**src/rtl/uart_tx_arbiter.sv**
```systemverilog
// uart_tx_arbiter
//   Round-robin arbiter that shares one UART TX core between N_REQ byte sources.
//   Each granted byte goes out as a 3-byte frame: header {4'hA,id}, data, checksum (header^data).
//   A per-byte timeout aborts the frame if the TX core never reports completion.
// Ports
//   i_Clk, i_Rst          clock, synchronous active-high reset
//   i_Req[N_REQ]          per-source request, held until granted
//   i_Data[8*N_REQ]       source k byte at [8k+7:8k]
//   o_Grant[N_REQ]        one-hot 1-cycle pulse, source byte captured
//   i_Tx_Active           TX core busy
//   i_Tx_Done             TX core 1-cycle pulse, byte finished
//   o_Tx_DV, o_Tx_Byte    1-cycle start pulse and byte to the TX core
//   o_Busy                frame in progress
//   o_Err                 1-cycle pulse, timeout abort
//   o_Frames              completed frame count, wraps
module uart_tx_arbiter #(
  parameter int unsigned N_REQ   = 4,
  parameter int unsigned TIMEOUT = 4096
) (
  input  logic                 i_Clk,
  input  logic                 i_Rst,
  input  logic [N_REQ-1:0]     i_Req,
  input  logic [8*N_REQ-1:0]   i_Data,
  output logic [N_REQ-1:0]     o_Grant,
  input  logic                 i_Tx_Active,
  input  logic                 i_Tx_Done,
  output logic                 o_Tx_DV,
  output logic [7:0]           o_Tx_Byte,
  output logic                 o_Busy,
  output logic                 o_Err,
  output logic [7:0]           o_Frames
);

  localparam int unsigned ID_W  = (N_REQ > 1) ? $clog2(N_REQ) : 1;
  localparam int unsigned CNT_W = (TIMEOUT > 2) ? $clog2(TIMEOUT) : 1;

  typedef enum logic [1:0] {
    IDLE     = 2'd0,
    WAIT_HDR = 2'd1,
    WAIT_DAT = 2'd2,
    WAIT_CHK = 2'd3
  } state_t;

  state_t              r_state;
  logic                r_pend;
  logic [ID_W-1:0]     r_id;
  logic [7:0]          r_data;
  logic [ID_W-1:0]     r_ptr;
  logic [CNT_W-1:0]    r_cnt;
  logic [N_REQ-1:0]    r_grant;
  logic                r_dv;
  logic [7:0]          r_byte;
  logic                r_busy;
  logic                r_err;
  logic [7:0]          r_frames;

  state_t              w_state_n;
  logic                w_pend_n;
  logic [ID_W-1:0]     w_id_n;
  logic [7:0]          w_data_n;
  logic [ID_W-1:0]     w_ptr_n;
  logic [CNT_W-1:0]    w_cnt_n;
  logic [N_REQ-1:0]    w_grant_n;
  logic                w_dv_n;
  logic [7:0]          w_byte_n;
  logic                w_err_n;
  logic [7:0]          w_frames_n;

  logic [7:0]          w_hdr;
  logic                w_found;
  logic [ID_W-1:0]     w_pick;
  logic [ID_W-1:0]     w_idx;
  logic [7:0]          w_sel;

  assign w_hdr = {4'hA, 4'(r_id)};

  // First requester at or after the rr pointer, wrapping
  always_comb begin
    w_found = 1'b0;
    w_pick  = '0;
    w_idx   = '0;
    for (int unsigned i = 0; i < N_REQ; i++) begin
      w_idx = ID_W'((32'(r_ptr) + i) % N_REQ);
      if (!w_found && i_Req[w_idx]) begin
        w_found = 1'b1;
        w_pick  = w_idx;
      end
    end
  end

  // Data byte of the picked source
  always_comb begin
    w_sel = '0;
    for (int unsigned k = 0; k < N_REQ; k++) begin
      if (w_pick == ID_W'(k)) w_sel = i_Data[8*k +: 8];
    end
  end

  // Next-state and registered-output logic
  always_comb begin
    w_state_n  = r_state;
    w_pend_n   = r_pend;
    w_id_n     = r_id;
    w_data_n   = r_data;
    w_ptr_n    = r_ptr;
    w_cnt_n    = r_cnt;
    w_grant_n  = '0;
    w_dv_n     = 1'b0;
    w_byte_n   = r_byte;
    w_err_n    = 1'b0;
    w_frames_n = r_frames;

    case (r_state)
      IDLE: begin
        // r_pend marks the grant cycle: header goes out on the following edge
        if (r_pend) begin
          w_pend_n  = 1'b0;
          w_dv_n    = 1'b1;
          w_byte_n  = w_hdr;
          w_cnt_n   = '0;
          w_state_n = WAIT_HDR;
          w_ptr_n   = (r_id == ID_W'(N_REQ - 1)) ? '0 : r_id + 1'b1;
        end else if (w_found && !i_Tx_Active) begin
          w_grant_n[w_pick] = 1'b1;
          w_id_n            = w_pick;
          w_data_n          = w_sel;
          w_pend_n          = 1'b1;
        end
      end
      default: begin
        if (i_Tx_Done) begin
          w_cnt_n = '0;
          case (r_state)
            WAIT_HDR: begin
              w_dv_n    = 1'b1;
              w_byte_n  = r_data;
              w_state_n = WAIT_DAT;
            end
            WAIT_DAT: begin
              w_dv_n    = 1'b1;
              w_byte_n  = w_hdr ^ r_data;
              w_state_n = WAIT_CHK;
            end
            default: begin
              w_frames_n = r_frames + 8'd1;
              w_state_n  = IDLE;
            end
          endcase
        end else if (r_cnt == CNT_W'(TIMEOUT - 1)) begin
          // Done on the same edge takes priority (handled above)
          w_err_n   = 1'b1;
          w_state_n = IDLE;
        end else begin
          w_cnt_n = r_cnt + 1'b1;
        end
      end
    endcase
  end

  // State and output registers
  always_ff @(posedge i_Clk) begin
    if (i_Rst) begin
      r_state  <= IDLE;
      r_pend   <= 1'b0;
      r_id     <= '0;
      r_data   <= '0;
      r_ptr    <= '0;
      r_cnt    <= '0;
      r_grant  <= '0;
      r_dv     <= 1'b0;
      r_byte   <= '0;
      r_busy   <= 1'b0;
      r_err    <= 1'b0;
      r_frames <= '0;
    end else begin
      r_state  <= w_state_n;
      r_pend   <= w_pend_n;
      r_id     <= w_id_n;
      r_data   <= w_data_n;
      r_ptr    <= w_ptr_n;
      r_cnt    <= w_cnt_n;
      r_grant  <= w_grant_n;
      r_dv     <= w_dv_n;
      r_byte   <= w_byte_n;
      r_busy   <= (w_state_n != IDLE);
      r_err    <= w_err_n;
      r_frames <= w_frames_n;
    end
  end

  assign o_Grant   = r_grant;
  assign o_Tx_DV   = r_dv;
  assign o_Tx_Byte = r_byte;
  assign o_Busy    = r_busy;
  assign o_Err     = r_err;
  assign o_Frames  = r_frames;

endmodule

```
**config.mk**
```make
export PLATFORM = sky130hd
export DESIGN_NAME = uart_tx_arbiter
export DESIGN_NICKNAME = d
export VERILOG_FILES = /design/src/rtl/uart_tx_arbiter.sv
export SDC_FILE = /design/constraint.sdc
export NUM_CORES = 1
export LEC_CHECK = 0
export CORE_MARGIN = 2
export CORE_UTILIZATION = 48
export DETAILED_ROUTE_END_ITERATION = 8
export PLACE_DENSITY = 0.79
export SLEW_MARGIN = 20
export SYNTH_ARGS = -nofsm -noshare
export SYNTH_HDL_FRONTEND = slang
export SYNTH_SLANG_ARGS = --single-unit
```
**constraint.sdc**
```tcl
create_clock -name i_Clk -period 2.2 [get_ports i_Clk]
set_input_delay 0.66 -clock i_Clk [delete_from_list [all_inputs] [get_ports i_Clk]]
set_output_delay 0.66 -clock i_Clk [all_outputs]
set_load 0.05 [all_outputs]
```
======== Word-level counts from Yosys, hierarchy flattened ========
Index checks and enable logic that the tools add are counted.
storage, ports and cells
  logic and storage cells ................. 103
  flip-flop bits (word level) ............. 50
  bits in latches ......................... 0
  output and inout port bits .............. 23
  memories ................................ 0
  RAM bits ................................ 0
  bits in read-only memories .............. 0
operators by class
  add/subtract/negate cells ............... 6
  shift-type cells ........................ 0
  equal/unequal tests ..................... 9
  multiply operators ...................... 0
  divide/modulo/power cells ............... 0
  bitwise logic cells ..................... 5
  multiplexer cells ....................... 43
  $lt $le $gt $ge ......................... 6
  reductions and logical operators ........ 22
operators by type and width
  kind                   number
  $mux 8                 7
  $mux 12                4
  $mux 2                 9
  $mux 1                 16
  $pmux 8 s2             1
  $lt 2x3->1 const B     5
  $add 12x1->12 const B  1
  $eq 12x12->1 const B   1
  $reduce_and 3->1       3
  $add 8x1->8 const B    1
  $bmux 1 s2             4
  $eq 2x2->1 const B     4
  $xor 8x8->8            1
  $logic_and 1x1->1      5
  $add 2x1->2 const B    2
  $add 2x2->2 const B    2
  $eq 2x1->1 const B     2
  $logic_not 1->1        4
  $logic_not 2->1        2
  $not 1->1              4
  $pmux 2 s2             1
  $reduce_and 2->1       2
  $reduce_bool 2->1      2
  $reduce_or 4->1        1
  7 further kinds        7

======== Depth between registers and ports, before layout ========
Gate-level depths: netlist (run 1).
  depth in word-level cells ............... 17
  mapped depth ............................ 9
  gate-level depth less buffers ........... 7

======== Worst setup path after synthesis (run 1) ========
No wires, ideal clock.
  path kind ............................... in2reg
  start ................................... input port i_Tx_Done
  end ..................................... register r_cnt[7]
  arrival time ............................ 1.813 ns
  stages on the path ...................... 6
  setup slack ............................. 0.260 ns
  required time ........................... 2.072 ns
  cell sequence ........................... buf_2 -> or2_4 -> nor4_4 -> or4_1 -> xor2_1 -> nor2_1
on the way
  word-level cells in the longest chain between the ends .. 2
ends and longest elaborated chain
  element                                                line  source
  start: declaration                                     26    input logic i_Tx_Done,
  $ne 3x2->1 (no line) or $mux 12 (tied branches)        -
  $reduce_and 2->1 (no line) or $mux 12 (tied branches)  -
  end signal: assignment                                 181   r_cnt <= w_cnt_n;
  end: declaration                                       49    logic [CNT_W-1:0] r_cnt;
Parallel ways exist; a longest one is shown, timed or not.
A chain may end at the register's enable or synchronous reset.

======== Worst setup path after layout (run 1) ========
  start ................................... register r_frames[7] (netlist: o_Frames[7])
  end ..................................... output port o_Frames[7]
RTL lines
  element                   line  source
  start: declaration        55    logic [7:0] r_frames;
  start signal: assignment  187   r_frames <= w_frames_n;
  end: declaration          31    output logic [7:0] o_Frames
No word-level cell between the ends.

==> out/summary.txt, run 1 <==
Initial DRC count -> 138
Flop2flop setup slack -> 0.27 ns
Largest cells by area after synthesis -> dfxtp_1 42%, mux2i_1 8.8%, nor2_1 5.3%, a21oi_1 4.2%, ha_1 3.6%
CORE AREA -> 4790 sq um
Largest net degree at the start of global routing -> 20
CTS Buffer Depth -> 2
WP data required -> 1.54 ns
Vias per cell -> 5.32
Worst-Skew Late Latency -> 0.32 ns
Slowest Stage Delay on Critical Path -> 0.81 ns
Clock root buffer -> clkbuf_8
CTS Sinks -> 50
Most frequent cells in the layout -> 53 x clkdlybuf4s50_1, 50 x dfxtp_1, 34 x nor2_1, 28 x buf_4, 21 x mux2i_1
Diodes inserted -> 0
Clock skew -> 0.0116 ns
GRT overflow -> 0
Crit Path Class -> reg2out
TritonCTS Buffers -> 5
Syn avg cell area -> 8.90 sq um
Sequential fraction of the synthesis area -> 41.7%
Hold Crit Depth -> 2
Pleak -> 1.24 nW
Measured slew at the worst slew-check pin -> 0.530 ns
Area leader, netlist -> dfxtp_1
Yosys warns -> 0
Worst VDD drop -> 0.688 mV
WP buf/inv -> 1
Initial antenna violation count -> 0
Reg2Reg Depth -> 8
RR Startpoint -> r_state[0]
Synthesized area -> 2400 sq um
Post-route insts no fill -> 416
Global-route wire length before repair -> 9610 um
Mapped Cells -> 270
Port Buffer Count -> 62
Die span in x -> 74.7 um
Final Hold Fails -> 0
Nets@finish -> 395
Delay-heaviest family, CP -> buffers and inverters
Final ANT Viol Nets -> 0
CTS H-tree depth -> 2
Clock Pin Slew Worst Setup and Hold Paths -> 0.10 ns
Chip height -> 74.7 um
Drt pass-1 iters -> 4
Syn nets -> 317
Vias in the first global route -> 2,074
Netlist cell types -> 39
Routability Congestion -> 0.773
Final HPWL DP -> 4350 um
Hold EP -> o_Tx_Byte[2]
HP Class -> reg2reg
Reg-to-Reg End -> r_cnt[1]
Final period util -> 97.6%
Die area -> 5590 sq um
Max Cap Viol -> 0
CP max-delay cell -> clkdlybuf4s50_1
Routed WL -> 5800 um
Effective utilization at floorplan -> 50.2%
RSZ-0062 raised after global routing -> false
I/O pins -> 63
GRT Overall Usage -> 22.4%
Cells after DPL -> 408
Final number of max-transition violations -> 0
Asr flop ratio synth -> 0%
Layout cell share with drive strength beyond 1 -> 12.9%
Critical Path AT -> 1.49 ns
Synth top area share -> 41.7%
Final worst slack -> 0.0522 ns
Post-Place Setup Slack -> -0.115 ns
Top_reg_cell synth -> dfxtp_1
Row count -> 25
EDFF count, synth -> 0
Crit path cell chain -> clkdlybuf4s50_1
# setup viols final -> 0
Status -> completed
#FFs+latches synth -> 50
Via count -> 2,215
Residual DRC count -> 0
Headroom to the max-slew limit -> 64.5%
Fillers -> 395
Setup bufs post-CTS -> 0
Final Critical Period -> 2.15 ns
F_max -> 466 MHz
Crit. End Element -> output port
HP Start -> o_Tx_Byte[2]
TritonCTS clock tree -> yes
Startpoint types -> flip-flop
Area growth from synthesis to layout -> 38.2%
Pwr Density -> 768 nW/um^2
Setup TNS -> 0 ns
Wire length per cell -> 13.9 um
Most common cell after layout, fill and taps aside -> clkdlybuf4s50_1
Crit-path max FO -> 2
## final cells by class
| type | count | area, sq um | area share (%) |
|---|---|---|---|
| Multi-Input combinational cell | 199 | 1320 | 39.7 |
| Sequential cell | 50 | 1000 | 30.1 |
| Clock inverter | 3 | 25.0 | 0.754 |
| Timing Repair Buffer | 84 | 793 | 23.9 |
| Clock buffer | 5 | 68.8 | 2.07 |
| Tap cell | 67 | 83.8 | 2.52 |
| Inverter | 8 | 30.0 | 0.904 |
## stage by stage
stage	instance area [sq um]	power [mW]	hold slack (ns)	utilization (%)
after floorplan	2400	1.65	0.464	-
after global placement	3220	1.97	0.440	67.3
after detailed placement	3220	2.00	0.446	67.3
after CTS	3320	2.56	0.463	69.3
after global routing	3320	2.68	0.481	69.4
final	3320	2.55	0.461	69.4
## layer usage
layer	up-vias	part of all wire, %	GRT usage, %
li1	1118	-	-
met1	1049	45	29.7
met2	41	49	37.1
met3	7	4.1	4.15
met4	0	1.4	7.14
met5	-	0	0
## worst max path at each step
stage | startpoint | endpoint | depth (start not counted)
2_1_floorplan | i_Tx_Done | r_cnt[7] | 6
3_3_place_gp | i_Req[2] | o_Grant[3] | 7
3_5_place_dp | i_Req[1] | r_data[6] | 7
4_1_cts | o_Frames[6] | o_Frames[6] | 1
5_1_grt | o_Frames[7] | o_Frames[7] | 1
6_report | o_Frames[7] | o_Frames[7] | 1
## power breakdown
| part | internal (mW) | switching (mW) |
|---|---|---|
| clock | 0.230 | 0.329 |
| sequential | 1.00 | 0.0673 |
| combinational | 0.407 | 0.517 |
## what timing repair did
| action | CTS | global route |
|---|---|---|
| setup endpoints to repair | 0 | 2 |
| endpoints found under the hold margin | 0 | 0 |
| resized for setup | 0 | 2 |
| hold buffers | 0 | 0 |
## registers in the layout (all words and copies together), names as in the netlist
signal	count
o_Busy	1
o_Err	1
o_Frames	8
o_Grant	4
o_Tx_Byte	8
o_Tx_DV	1
r_cnt	12
r_data	8
r_id	2
r_pend	1
r_ptr	2
r_state	2
## logic make-up after synthesis
kind of cell / count (synthesis) / share of synthesized area (%)
fa+ha+maj: 7 / 3.65
flops: 50 / 41.7
buf+inv: 21 / 3.80
compound gates: 43 / 11.4
xor+xnor: 15 / 5.47
simple gates: 113 / 25.3
mux: 21 / 8.75
## Yosys cell counts (7+ instances only)
cell type	instances
dfxtp_1	50
nor2_1	34
mux2i_1	21
a21oi_1	20
nand3_1	16
nand2_1	15
nand3b_1	10
nor3_1	9
xnor2_1	9
o221ai_1	8
clkbuf_1	7
ha_1	7
inv_1	7
o21ai_0	7
No activity file was read; power rests on OpenSTA's default activity.
==> run 2: changes to the inputs <==
--- a/config.mk
+++ b/config.mk
@@ -8,5 +8,5 @@
 export CORE_MARGIN = 2
-export CORE_UTILIZATION = 48
+export CORE_UTILIZATION = 52
 export DETAILED_ROUTE_END_ITERATION = 8
-export PLACE_DENSITY = 0.79
+export PLACE_DENSITY = 0.85
 export SLEW_MARGIN = 20
==> constraint.sdc (replaced) <==
create_clock -name i_Clk -period 2.7 [get_ports i_Clk]
set_input_delay 0.675 -clock i_Clk [delete_from_list [all_inputs] [get_ports i_Clk]]
set_output_delay 0.675 -clock i_Clk [all_outputs]
set_load 0.05 [all_outputs]
==> out/summary.txt, run 2 (synthesis results as in run 1) <==
RSZ-0062 raised after global routing -> false
F_max -> 447 MHz
Power share of the sequential group -> 42.1% (+0.2 points)
Register bank with the most flops -> r_cnt
CTS H-tree depth -> 2 (unchanged)
TritonCTS clock tree -> yes
Crit. End Element -> output port
Final HPWL DP -> 4050 um (-6.8%)
Final number of max-transition violations -> 0 (unchanged)
Fin area -> 3210 sq um (-3.4%)
Final ANT Viol Nets -> 0 (unchanged)
Seq. cell area -> 1000 sq um (unchanged)
# resized after CTS -> 0 (unchanged)
CTS Sinks -> 50 (unchanged)
Int Pwr -> 1.36 mW (-17%)
Initial DRC count -> 152 (+10%)
WP data required -> 2.03 ns (+0.49 ns)
Final period util -> 82.8%
Clock skew -> 0.00890 ns (-0.00271 ns)
Number of flip-flops in the largest register -> 12 (unchanged)
Die area -> 5180 sq um (-7.3%)
Final Critical Period -> 2.24 ns
Nets@finish -> 381 (-3.5%)
Routability Congestion -> 0.754 (-2.5%)
Vias in the first global route -> 2,071 (-0.14%)
CORE AREA -> 4410 sq um (-7.8%)
I/O pins -> 63 (unchanged)
Comb power frac -> 32.5% (-3.7 points)
GRT Overall Usage -> 21.6% (-0.76 points)
Area growth from synthesis to layout -> 33.5%
Port Buffer Count -> 62 (unchanged)
Initial antenna violation count -> 0 (unchanged)
Crit-path max FO -> 5 (+3)
Wire length per cell -> 14.2 um (+2.1%)
WP buf/inv -> 1 (unchanged)
Pwr Density -> 646 nW/um^2 (-16%)
Effective utilization at floorplan -> 54.4% (+4.2 points)
Max Cap Viol -> 0 (unchanged)
Global-route wire length before repair -> 9070 um (-5.7%)
Worst VDD drop -> 0.536 mV (-22%)
Most common cell after layout, fill and taps aside -> clkdlybuf4s50_1
Dpl cell area -> 3090 sq um (-4.0%)
CP max-delay cell -> clkdlybuf4s50_1
Hold buffers post-CTS -> 0 (unchanged)
Crit path cell chain -> clkdlybuf4s50_1
Critical Path AT -> 1.56 ns (+0.07 ns)
Sw Share -> 34.3% (-1.5 points)
Residual DRC count -> 0 (unchanged)
HP Class -> reg2reg
Die span in x -> 72.0 um (-3.7%)
Startpoint types -> flip-flop
CTS Buffer Depth -> 2 (unchanged)
Row count -> 24 (-4.0%)
Setup TNS -> 0 ns (unchanged)
Delay-heaviest family, CP -> buffers and inverters
Final Hold Fails -> 0 (unchanged)
# setup viols final -> 0 (unchanged)
GRT overflow -> 0 (unchanged)
Slowest Stage Delay on Critical Path -> 0.84 ns (+0.03 ns)
Layout cell share with drive strength beyond 1 -> 6.57% (-6.3 points)
Most frequent cells in the layout -> 62 x clkdlybuf4s50_1, 50 x dfxtp_1, 34 x nor2_1, 21 x mux2i_1, 20 x a21oi_1
Combined area of the multi-input logic cells -> 1320 sq um (-0.19%)
Chip height -> 72.0 um (-3.7%)
Measured slew at the worst slew-check pin -> 0.544 ns (+0.0136 ns)
Setup bufs post-CTS -> 0 (unchanged)
Diodes inserted -> 0 (unchanged)
Via count -> 2,159 (-2.5%)
Switching Power -> 0.710 mW (-22%)
Routed WL -> 5510 um (-5.1%)
Largest net degree at the start of global routing -> 18 (-10%)
Clock root buffer -> clkbuf_8
Crit Path Class -> reg2out
Clock Pin Slew Worst Setup and Hold Paths -> 0.10 ns (about the same)
Status -> completed
Worst-Skew Late Latency -> 0.30 ns (-0.02 ns)
Vias per cell -> 5.58 (+4.8%)
TritonCTS Buffers -> 5 (unchanged)
Pleak -> 1.13 nW (-8.5%)
Fillers -> 340 (-14%)
Headroom to the max-slew limit -> 63.5% (-1.1 points)
Drt pass-1 iters -> 4 (unchanged)
Clock power frac -> 25.4% (+3.5 points)
## run 2: per-layer routing
metal | part of all wire (%) | vias up | wire length, um | track usage, %
li1 | - | 1090 | - | -
met1 | 45 | 1005 | 2480 | 27.3
met3 | 3.6 | 14 | 200 | 3.33
met5 | 0 | - | 0 | 0
met2 | 49 | 50 | 2720 | 37.3
met4 | 2.1 | 0 | 114 | 8.18
## run 2: metrics by stage
stage | total power, mW | setup slack (ns) | util [%] | instances | hold WS (ns)
4_1_cts | 2.08 | 0.462 | 72.6 | 387 | 0.465
3_3_place_gp | 1.54 | 0.343 | 70.1 | 379 | 0.440
2_1_floorplan | 1.34 | 0.745 | - | 270 | 0.464
5_1_grt | 2.17 | 0.326 | 72.6 | 387 | 0.479
6_report | 2.07 | 0.464 | 72.6 | 387 | 0.462
3_5_place_dp | 1.55 | 0.294 | 70.1 | 379 | 0.446
## run 2: power by group through the flow
stage                     sequential [mW]  combinational [mW]  clock (mW)
after floorplan                     0.976               0.369           0
after global placement              0.886               0.652           0
after detailed placement            0.886               0.667           0
after CTS                           0.871               0.675       0.530
after global routing                0.882               0.726       0.557
final                               0.871               0.673       0.527
## run 2: final timing paths
path | from | to | slack [ns] | cells past startpoint
worst max register to register | r_state[0] | r_cnt[7] | 0.50 | 7
worst max-delay path | o_Frames[3] | o_Frames[3] | 0.46 | 1
worst min register to register | o_Tx_Byte[4] | o_Tx_Byte[4] | 0.46 | 2
worst min-delay path | o_Tx_Byte[4] | o_Tx_Byte[4] | 0.46 | 2
## run 2: final cells by class
type	instances	share of cell area [%]
Clock buffer	5	2.15
Clock inverter	3	1.40
Inverter	8	0.936
Multi-Input combinational cell	199	41.0
Sequential cell	50	31.2
Tap cell	52	2.03
Timing Repair Buffer	70	21.2
